<file path="src/rtl/seq_alu_pkg.sv">
// seq_alu_pkg: shared types and constants for the sequential ALU.
//   op_e    - 3-bit opcode encoding presented on seq_alu.op
//   state_e - control FSM states (IDLE accepts, BUSY iterates, DONE presents)
package seq_alu_pkg;

  localparam int OP_W = 3;

  typedef enum logic [OP_W-1:0] {
    OP_ADD = 3'd0,
    OP_SUB = 3'd1,
    OP_AND = 3'd2,
    OP_OR  = 3'd3,
    OP_XOR = 3'd4,
    OP_NOT = 3'd5,
    OP_MUL = 3'd6,
    OP_DIV = 3'd7
  } op_e;

  typedef enum logic [1:0] {
    S_IDLE = 2'd0,
    S_BUSY = 2'd1,
    S_DONE = 2'd2
  } state_e;

endpackage

</file>
<file path="src/rtl/seq_alu_muldiv.sv">
// seq_alu_muldiv: iterative unsigned multiply / restoring divide, one bit per cycle.
//   clk, rst      - clock, async active-high reset
//   start         - load operands and begin; one-cycle pulse
//   is_mul        - 1 = multiply, 0 = divide (sampled with start)
//   a, b          - operands (dividend/divisor for divide)
//   done          - high in the cycle whose clock edge completes the last step
//   res           - final value, valid while done: product or {remainder, quotient}
// Multiplier registers exist only when SEQ_ALU_MUL_EN is defined.
module seq_alu_muldiv
  import seq_alu_pkg::*;
#(
  parameter int WIDTH = 8
) (
  input  logic               clk,
  input  logic               rst,
  input  logic               start,
  input  logic               is_mul,
  input  logic [WIDTH-1:0]   a,
  input  logic [WIDTH-1:0]   b,
  output logic               done,
  output logic [2*WIDTH-1:0] res
);

  localparam int RW = 2 * WIDTH;
  localparam int CW = (WIDTH > 2) ? $clog2(WIDTH) : 1;
  localparam logic [CW-1:0] LAST = CW'(WIDTH - 1);

  logic             busy_q, busy_d;
  logic [CW-1:0]    cnt_q, cnt_d;
  logic [WIDTH-1:0] rem_q, rem_d, quo_q, quo_d, dvs_q, dvs_d;
  logic [WIDTH-1:0] rem_nx, quo_nx;
  logic [WIDTH:0]   trial;
  logic             ge;

  // Restoring step: shift next dividend bit into the remainder, subtract if it fits.
  // The difference always fits in WIDTH bits because remainder < divisor.
  assign trial  = {rem_q, quo_q[WIDTH-1]};
  assign ge     = trial >= {1'b0, dvs_q};
  assign rem_nx = ge ? (trial[WIDTH-1:0] - dvs_q) : trial[WIDTH-1:0];
  assign quo_nx = {quo_q[WIDTH-2:0], ge};

`ifdef SEQ_ALU_MUL_EN
  logic             mul_q, mul_d;
  logic [RW-1:0]    prod_q, prod_d, mcand_q, mcand_d, prod_nx;
  logic [WIDTH-1:0] mplier_q, mplier_d;

  // Shift-add: multiplier consumed LSB first, multiplicand shifts left each step.
  assign prod_nx = prod_q + (mplier_q[0] ? mcand_q : '0);
`else
  logic unused_is_mul;
  assign unused_is_mul = is_mul;
`endif

  always_comb begin
    busy_d = busy_q;
    cnt_d  = cnt_q;
    rem_d  = rem_q;
    quo_d  = quo_q;
    dvs_d  = dvs_q;
    done   = 1'b0;
`ifdef SEQ_ALU_MUL_EN
    mul_d    = mul_q;
    prod_d   = prod_q;
    mcand_d  = mcand_q;
    mplier_d = mplier_q;
    res      = mul_q ? prod_nx : {rem_nx, quo_nx};
`else
    res      = {rem_nx, quo_nx};
`endif
    if (start) begin
      busy_d = 1'b1;
      cnt_d  = '0;
      rem_d  = '0;
      quo_d  = a;
      dvs_d  = b;
`ifdef SEQ_ALU_MUL_EN
      mul_d    = is_mul;
      prod_d   = '0;
      mcand_d  = RW'(a);
      mplier_d = b;
`endif
    end else if (busy_q) begin
      rem_d = rem_nx;
      quo_d = quo_nx;
      cnt_d = cnt_q + CW'(1);
`ifdef SEQ_ALU_MUL_EN
      prod_d   = prod_nx;
      mcand_d  = {mcand_q[RW-2:0], 1'b0};
      mplier_d = {1'b0, mplier_q[WIDTH-1:1]};
`endif
      if (cnt_q == LAST) begin
        done   = 1'b1;
        busy_d = 1'b0;
      end
    end
  end

  always_ff @(posedge clk or posedge rst) begin
    if (rst) begin
      busy_q <= 1'b0;
      cnt_q  <= '0;
      rem_q  <= '0;
      quo_q  <= '0;
      dvs_q  <= '0;
`ifdef SEQ_ALU_MUL_EN
      mul_q    <= 1'b0;
      prod_q   <= '0;
      mcand_q  <= '0;
      mplier_q <= '0;
`endif
    end else begin
      busy_q <= busy_d;
      cnt_q  <= cnt_d;
      rem_q  <= rem_d;
      quo_q  <= quo_d;
      dvs_q  <= dvs_d;
`ifdef SEQ_ALU_MUL_EN
      mul_q    <= mul_d;
      prod_q   <= prod_d;
      mcand_q  <= mcand_d;
      mplier_q <= mplier_d;
`endif
    end
  end

endmodule

</file>
<file path="src/rtl/seq_alu.sv">
// seq_alu: single-command sequential ALU with valid/ready handshakes.
//   clk, rst             - clock, async active-high reset
//   in_valid / in_ready  - command handshake; in_ready only in IDLE
//   a, b, op             - operands and opcode (see seq_alu_pkg::op_e)
//   out_valid / out_ready- result handshake; out_valid only in DONE
//   result, zero, err    - 2*WIDTH result, result==0 flag, div-by-zero / disabled-op flag
// Logic ops finish in one cycle; MUL/DIV iterate WIDTH cycles in seq_alu_muldiv.
// Define SEQ_ALU_MUL_EN to build the multiplier; otherwise MUL returns err.
module seq_alu
  import seq_alu_pkg::*;
#(
  parameter int WIDTH = 8
) (
  input  logic               clk,
  input  logic               rst,
  input  logic               in_valid,
  output logic               in_ready,
  input  logic [WIDTH-1:0]   a,
  input  logic [WIDTH-1:0]   b,
  input  logic [OP_W-1:0]    op,
  output logic               out_valid,
  input  logic               out_ready,
  output logic [2*WIDTH-1:0] result,
  output logic               zero,
  output logic               err
);

  localparam int RW = 2 * WIDTH;

  state_e        state_q, state_d;
  logic [RW-1:0] result_q, result_d;
  logic          zero_q, zero_d, err_q, err_d;
  logic [RW-1:0] a_x, b_x, alu_res, md_res;
  logic          md_start, md_done, md_ok;
  op_e           op_c;

  assign op_c = op_e'(op);
  assign a_x  = RW'(a);
  assign b_x  = RW'(b);

  // Commands that go through the iterative unit; everything else completes in IDLE.
`ifdef SEQ_ALU_MUL_EN
  assign md_ok = (op_c == OP_MUL) || ((op_c == OP_DIV) && (b != '0));
`else
  assign md_ok = (op_c == OP_DIV) && (b != '0);
`endif

  always_comb begin
    alu_res = '0;
    case (op_c)
      OP_ADD:  alu_res = a_x + b_x;
      OP_SUB:  alu_res = a_x - b_x;
      OP_AND:  alu_res = a_x & b_x;
      OP_OR:   alu_res = a_x | b_x;
      OP_XOR:  alu_res = a_x ^ b_x;
      OP_NOT:  alu_res = {~b, ~a};
      default: alu_res = '0;
    endcase
  end

  always_comb begin
    state_d  = state_q;
    result_d = result_q;
    zero_d   = zero_q;
    err_d    = err_q;
    md_start = 1'b0;
    case (state_q)
      S_IDLE: if (in_valid) begin
        if (md_ok) begin
          md_start = 1'b1;
          state_d  = S_BUSY;
        end else begin
          // MUL/DIV that reach here are div-by-zero or a disabled multiplier
          state_d  = S_DONE;
          err_d    = (op_c == OP_MUL) || (op_c == OP_DIV);
          result_d = alu_res;
          zero_d   = (alu_res == '0);
        end
      end
      S_BUSY: if (md_done) begin
        state_d  = S_DONE;
        result_d = md_res;
        zero_d   = (md_res == '0);
        err_d    = 1'b0;
      end
      S_DONE: if (out_ready) state_d = S_IDLE;
      default: state_d = S_IDLE;
    endcase
  end

  always_ff @(posedge clk or posedge rst) begin
    if (rst) begin
      state_q  <= S_IDLE;
      result_q <= '0;
      zero_q   <= 1'b0;
      err_q    <= 1'b0;
    end else begin
      state_q  <= state_d;
      result_q <= result_d;
      zero_q   <= zero_d;
      err_q    <= err_d;
    end
  end

  seq_alu_muldiv #(.WIDTH(WIDTH)) u_muldiv (
    .clk    (clk),
    .rst    (rst),
    .start  (md_start),
    .is_mul (op_c == OP_MUL),
    .a      (a),
    .b      (b),
    .done   (md_done),
    .res    (md_res)
  );

  assign in_ready  = (state_q == S_IDLE);
  assign out_valid = (state_q == S_DONE);
  assign result    = result_q;
  assign zero      = zero_q;
  assign err       = err_q;

endmodule

</file>
<file path="config.mk">
export PLATFORM = sky130hd
export DESIGN_NAME = seq_alu
export DESIGN_NICKNAME = d
export VERILOG_FILES = /design/src/rtl/seq_alu_pkg.sv /design/src/rtl/seq_alu_muldiv.sv /design/src/rtl/seq_alu.sv
export SDC_FILE = /design/constraint.sdc
export NUM_CORES = 1
export LEC_CHECK = 0
export CAP_MARGIN = 20
export CORE_MARGIN = 2
export CORE_UTILIZATION = 40
export CTS_CLUSTER_DIAMETER = 40
export DETAILED_ROUTE_END_ITERATION = 6
export GPL_ROUTABILITY_DRIVEN = 0
export GPL_TIMING_DRIVEN = 0
export PLACE_DENSITY_LB_ADDON = 0.05
export SYNTH_ARGS = -nofsm -noshare
export SYNTH_HDL_FRONTEND = slang
export SYNTH_SLANG_ARGS = --single-unit
</file>
<file path="constraint.sdc">
create_clock -name clk -period 7.2 [get_ports clk]
set_input_delay 1.08 -clock clk [delete_from_list [all_inputs] [get_ports clk]]
set_output_delay 1.08 -clock clk [all_outputs]
set_load 0.005 [all_outputs]
</file>
==> reports/results.txt, run 1 <==
status: completed
Nets: 578
first-pass GRT wire length: 19400 microns
Synth area leaders: dfrtp_1 (30%), ha_1 (11%), mux2i_1 (5.1%)
Final Cycle Share: 56.2%
Flop pwr share: 29.9%
max cap viols: 0
Core Region: 9680 sq um
area delta synth->final: 17.1%
Post-DP HPWL: 9440 microns
CP max FO: 6
Post-DRT Antenna Nets: 0
Place WS: 2.93 ns
area leader, netlist: dfrtp_1
DIE WIDTH: 103 microns
Buf/Inv on CP: 2
Post-synth EDFFs: 0
Commonest cells post-synth: dfrtp_1 (48), o21ai_0 (39), ha_1 (36), inv_1 (36), nand2_1 (35)
clk_lat worst skew: 0.31 ns
most numerous cell in the Yosys netlist: dfrtp_1
worst IR drop on VDD: 0.149 mV
final core utilization: 47.8%
Gate Count Post-Synth: 468
DRC Markers: 0
Port Buffer Count: 40
switching pwr: 725 uW
CP Launch Type: input port
GRT Residual Overflow: 0
crit path cell chain: clkdlybuf4s50_1 > inv_1 > ha_1 > nor3_1 > o311ai_0 > and2_1 > o221ai_1 > a21oi_1 > o21ai_0 > mux2_2
CTS max path bufs: 2
worst slew pin tran: 0.688 ns
largest net degree at the start of global routing: 32
Ports: 43
via count: 3701
minimum clock period: 4.05 ns
Sink Count: 48
Comb pwr share: 59.8%
final hold vios: 0
endpoint class of the critical path: flop
Root Driver: clkbuf_8
Starting Density: 40.8%
crit path DAT: 4.24 ns
Fillers: 970
HP Class: flop to flop
setup ws final: 3.15 ns
Synth Area per Inst: 8.45 sq um
leakage power: 0.00202 uW
Placed Instances: 642
Die ar.: 10700 sq um
critical path's largest stage delay: 0.75 ns
Hold-fix buffers, CTS: 0
number of global-route vias before repair: 3529
Worst Path Required: 7.40 ns
# Post-CTS Setup Buffers: 0
Synthesis Warnings: 0
Die H: 103 microns
sw frac: 43.8%
Synth Flop Type: dfrtp_1
initial antenna violation count: 0
antenna fix cells: 0
# rows: 36
kind of critical path: input port to flop
max frequency: 247 MHz
fraction of registers with async set/reset: 100%
RSZ-0062 raised after global routing: false
Clock transition at path regs: 0.09 ns
clock group share of total power: 10.2%
routed len/inst: 18.8 microns
Mapped Area: 3960 sq um
Seq/Total Area, Yosys: 30.4%
all-layer global routing usage: 23.9%
cts bufs inserted: 5
Syn Nets: 530
H-tree Lvls: 2
top-area cell type share of the netlist area: 30.4%
Cell variety after synth: 62
Internal: 931 uW
Post-Route WL: 12200 microns
flop and latch count out of synthesis: 48
layout cells sized above 1: 5.22%
Final Non-Filler Cells: 650
DR vias/cell: 5.69
Final Skew: 0.0128 ns
final setup violating endpoints: 0
Setup TNS Final: 0 ns
Post-DP Area: 4540 sq um
cts repair resizes: 0
drt first pass iters: 5
fin area: 4630 sq um
delay-heaviest family, CP: compound AO/OA/AOI/OAI gates
slowest library cell on the worst path: clkdlybuf4s50_1
power density over the cells: 357 nW/um^2
Slew Limit Fails: 0
CTS tree: yes
initial DRC count: 268
Slew HR: 54.1%
[power groups by stage]
stage	Clock, uW	Sequential, uW	Combinational (uW)
2_1_floorplan	0	477	675
3_3_place_gp	0	496	970
3_5_place_dp	0	498	985
4_1_cts	172	494	989
5_1_grt	183	513	1120
6_report	170	495	991
[state kept, by name, indices dropped and copies added, names as in the netlist]
name             cells
zero                 1
err                  1
result              16
u_muldiv.cnt_q       3
u_muldiv.quo_q       8
state_q              2
u_muldiv.rem_q       8
u_muldiv.busy_q      1
u_muldiv.dvs_q       8
[routing by layer]
layer,up-vias,wire length [microns],GRT usage [%]
met1,1814,6290,37.7
li1,1789,-,-
met5,-,0,0
met3,6,589,2.76
met4,0,75,3.04
met2,92,5260,36.1
[placed cells by master (no fill, tap or decap), types with 20 or more instances in the layout]
| master | n |
|---|---|
| ha_1 | 36 |
| mux2i_1 | 20 |
| nand2_1 | 35 |
| inv_1 | 35 |
| a21oi_1 | 23 |
| nor2_1 | 34 |
| o21ai_0 | 39 |
| clkbuf_1 | 24 |
| dfrtp_1 | 48 |
| clkdlybuf4s50_1 | 40 |
[stage by stage]
step	hold WS (ns)	total power (uW)
finish	0.492	1660
global route	0.516	1810
CTS	0.496	1650
detailed placement	0.475	1480
global placement	0.468	1470
floorplan	0.456	1150
[path summary, 6_finish.rpt]
path,from,to,slack (ns),cells past startpoint
min,result[15]$_DFFE_PP0P_,result[15]$_DFFE_PP0P_,0.49,2
max reg2reg,u_muldiv.rem_q[0]$_DFFE_PP0P_,result[9]$_DFFE_PP0P_,4.39,9
min in group asynchronous,rst,u_muldiv.quo_q[6]$_DFFE_PP0P_,1.09,2
max,b[1],result[5]$_DFFE_PP0P_,3.15,10
max in group asynchronous,rst,u_muldiv.rem_q[0]$_DFFE_PP0P_,5.59,3
min reg2reg,result[15]$_DFFE_PP0P_,result[15]$_DFFE_PP0P_,0.49,2
[worst reg2reg max path: stages (launching register included)]
cell and delay, ns:
dfrtp_1 0.45, ha_1 0.31, nor2b_1 0.14, o31a_1 0.28, o21ai_1 0.19, a21o_1 0.20
buf_2 0.29, mux2i_1 0.38, a21boi_0 0.15, mux2_2 0.30
[layout make-up]
| cell class | instances | area [sq um] | area share (%) |
|---|---|---|---|
| Tap cell | 133 | 166 | 3.59 |
| Buffer | 27 | 106 | 2.30 |
| Inverter | 37 | 139 | 3.00 |
| Sequential cell | 48 | 1200 | 25.9 |
| Clock buffer | 8 | 90.1 | 1.94 |
| Timing Repair Buffer | 41 | 420 | 9.08 |
| Multi-Input combinational cell | 356 | 2510 | 54.2 |
[kinds of logic (layout without fill, tap and decap cells)]
family                     count (synthesis)  count (layout)  share of synthesized area [%]
AOI/OAI and AO/OA                        145             145                           24.3
xor gates and xnor gates                   6               6                           1.33
adders and majority gates                 39              39                           12.9
buffers and inverters                     64             113                           6.20
DFF                                       48              48                           30.4
muxes                                     27              27                           7.05
and+or+nand+nor                          139             139                           17.8
Power figures use the tool's default switching activity.
==> inputs of run 2 (changes only) <==
clock period = 4.2 ns   (was 7.2 ns; I/O delays follow)
==> results of run 2 <==
The final DEF is identical to that of run 1. Status: completed.
Main changes from that run: setup slack after placement 2.93 ns -> 0.382 ns; setup slack after layout 3.15 ns -> 0.605 ns; register-to-register setup slack 4.39 ns -> 1.39 ns; total power 1660 uW -> 2840 uW; worst IR drop on VDD 0.149 mV -> 0.255 mV
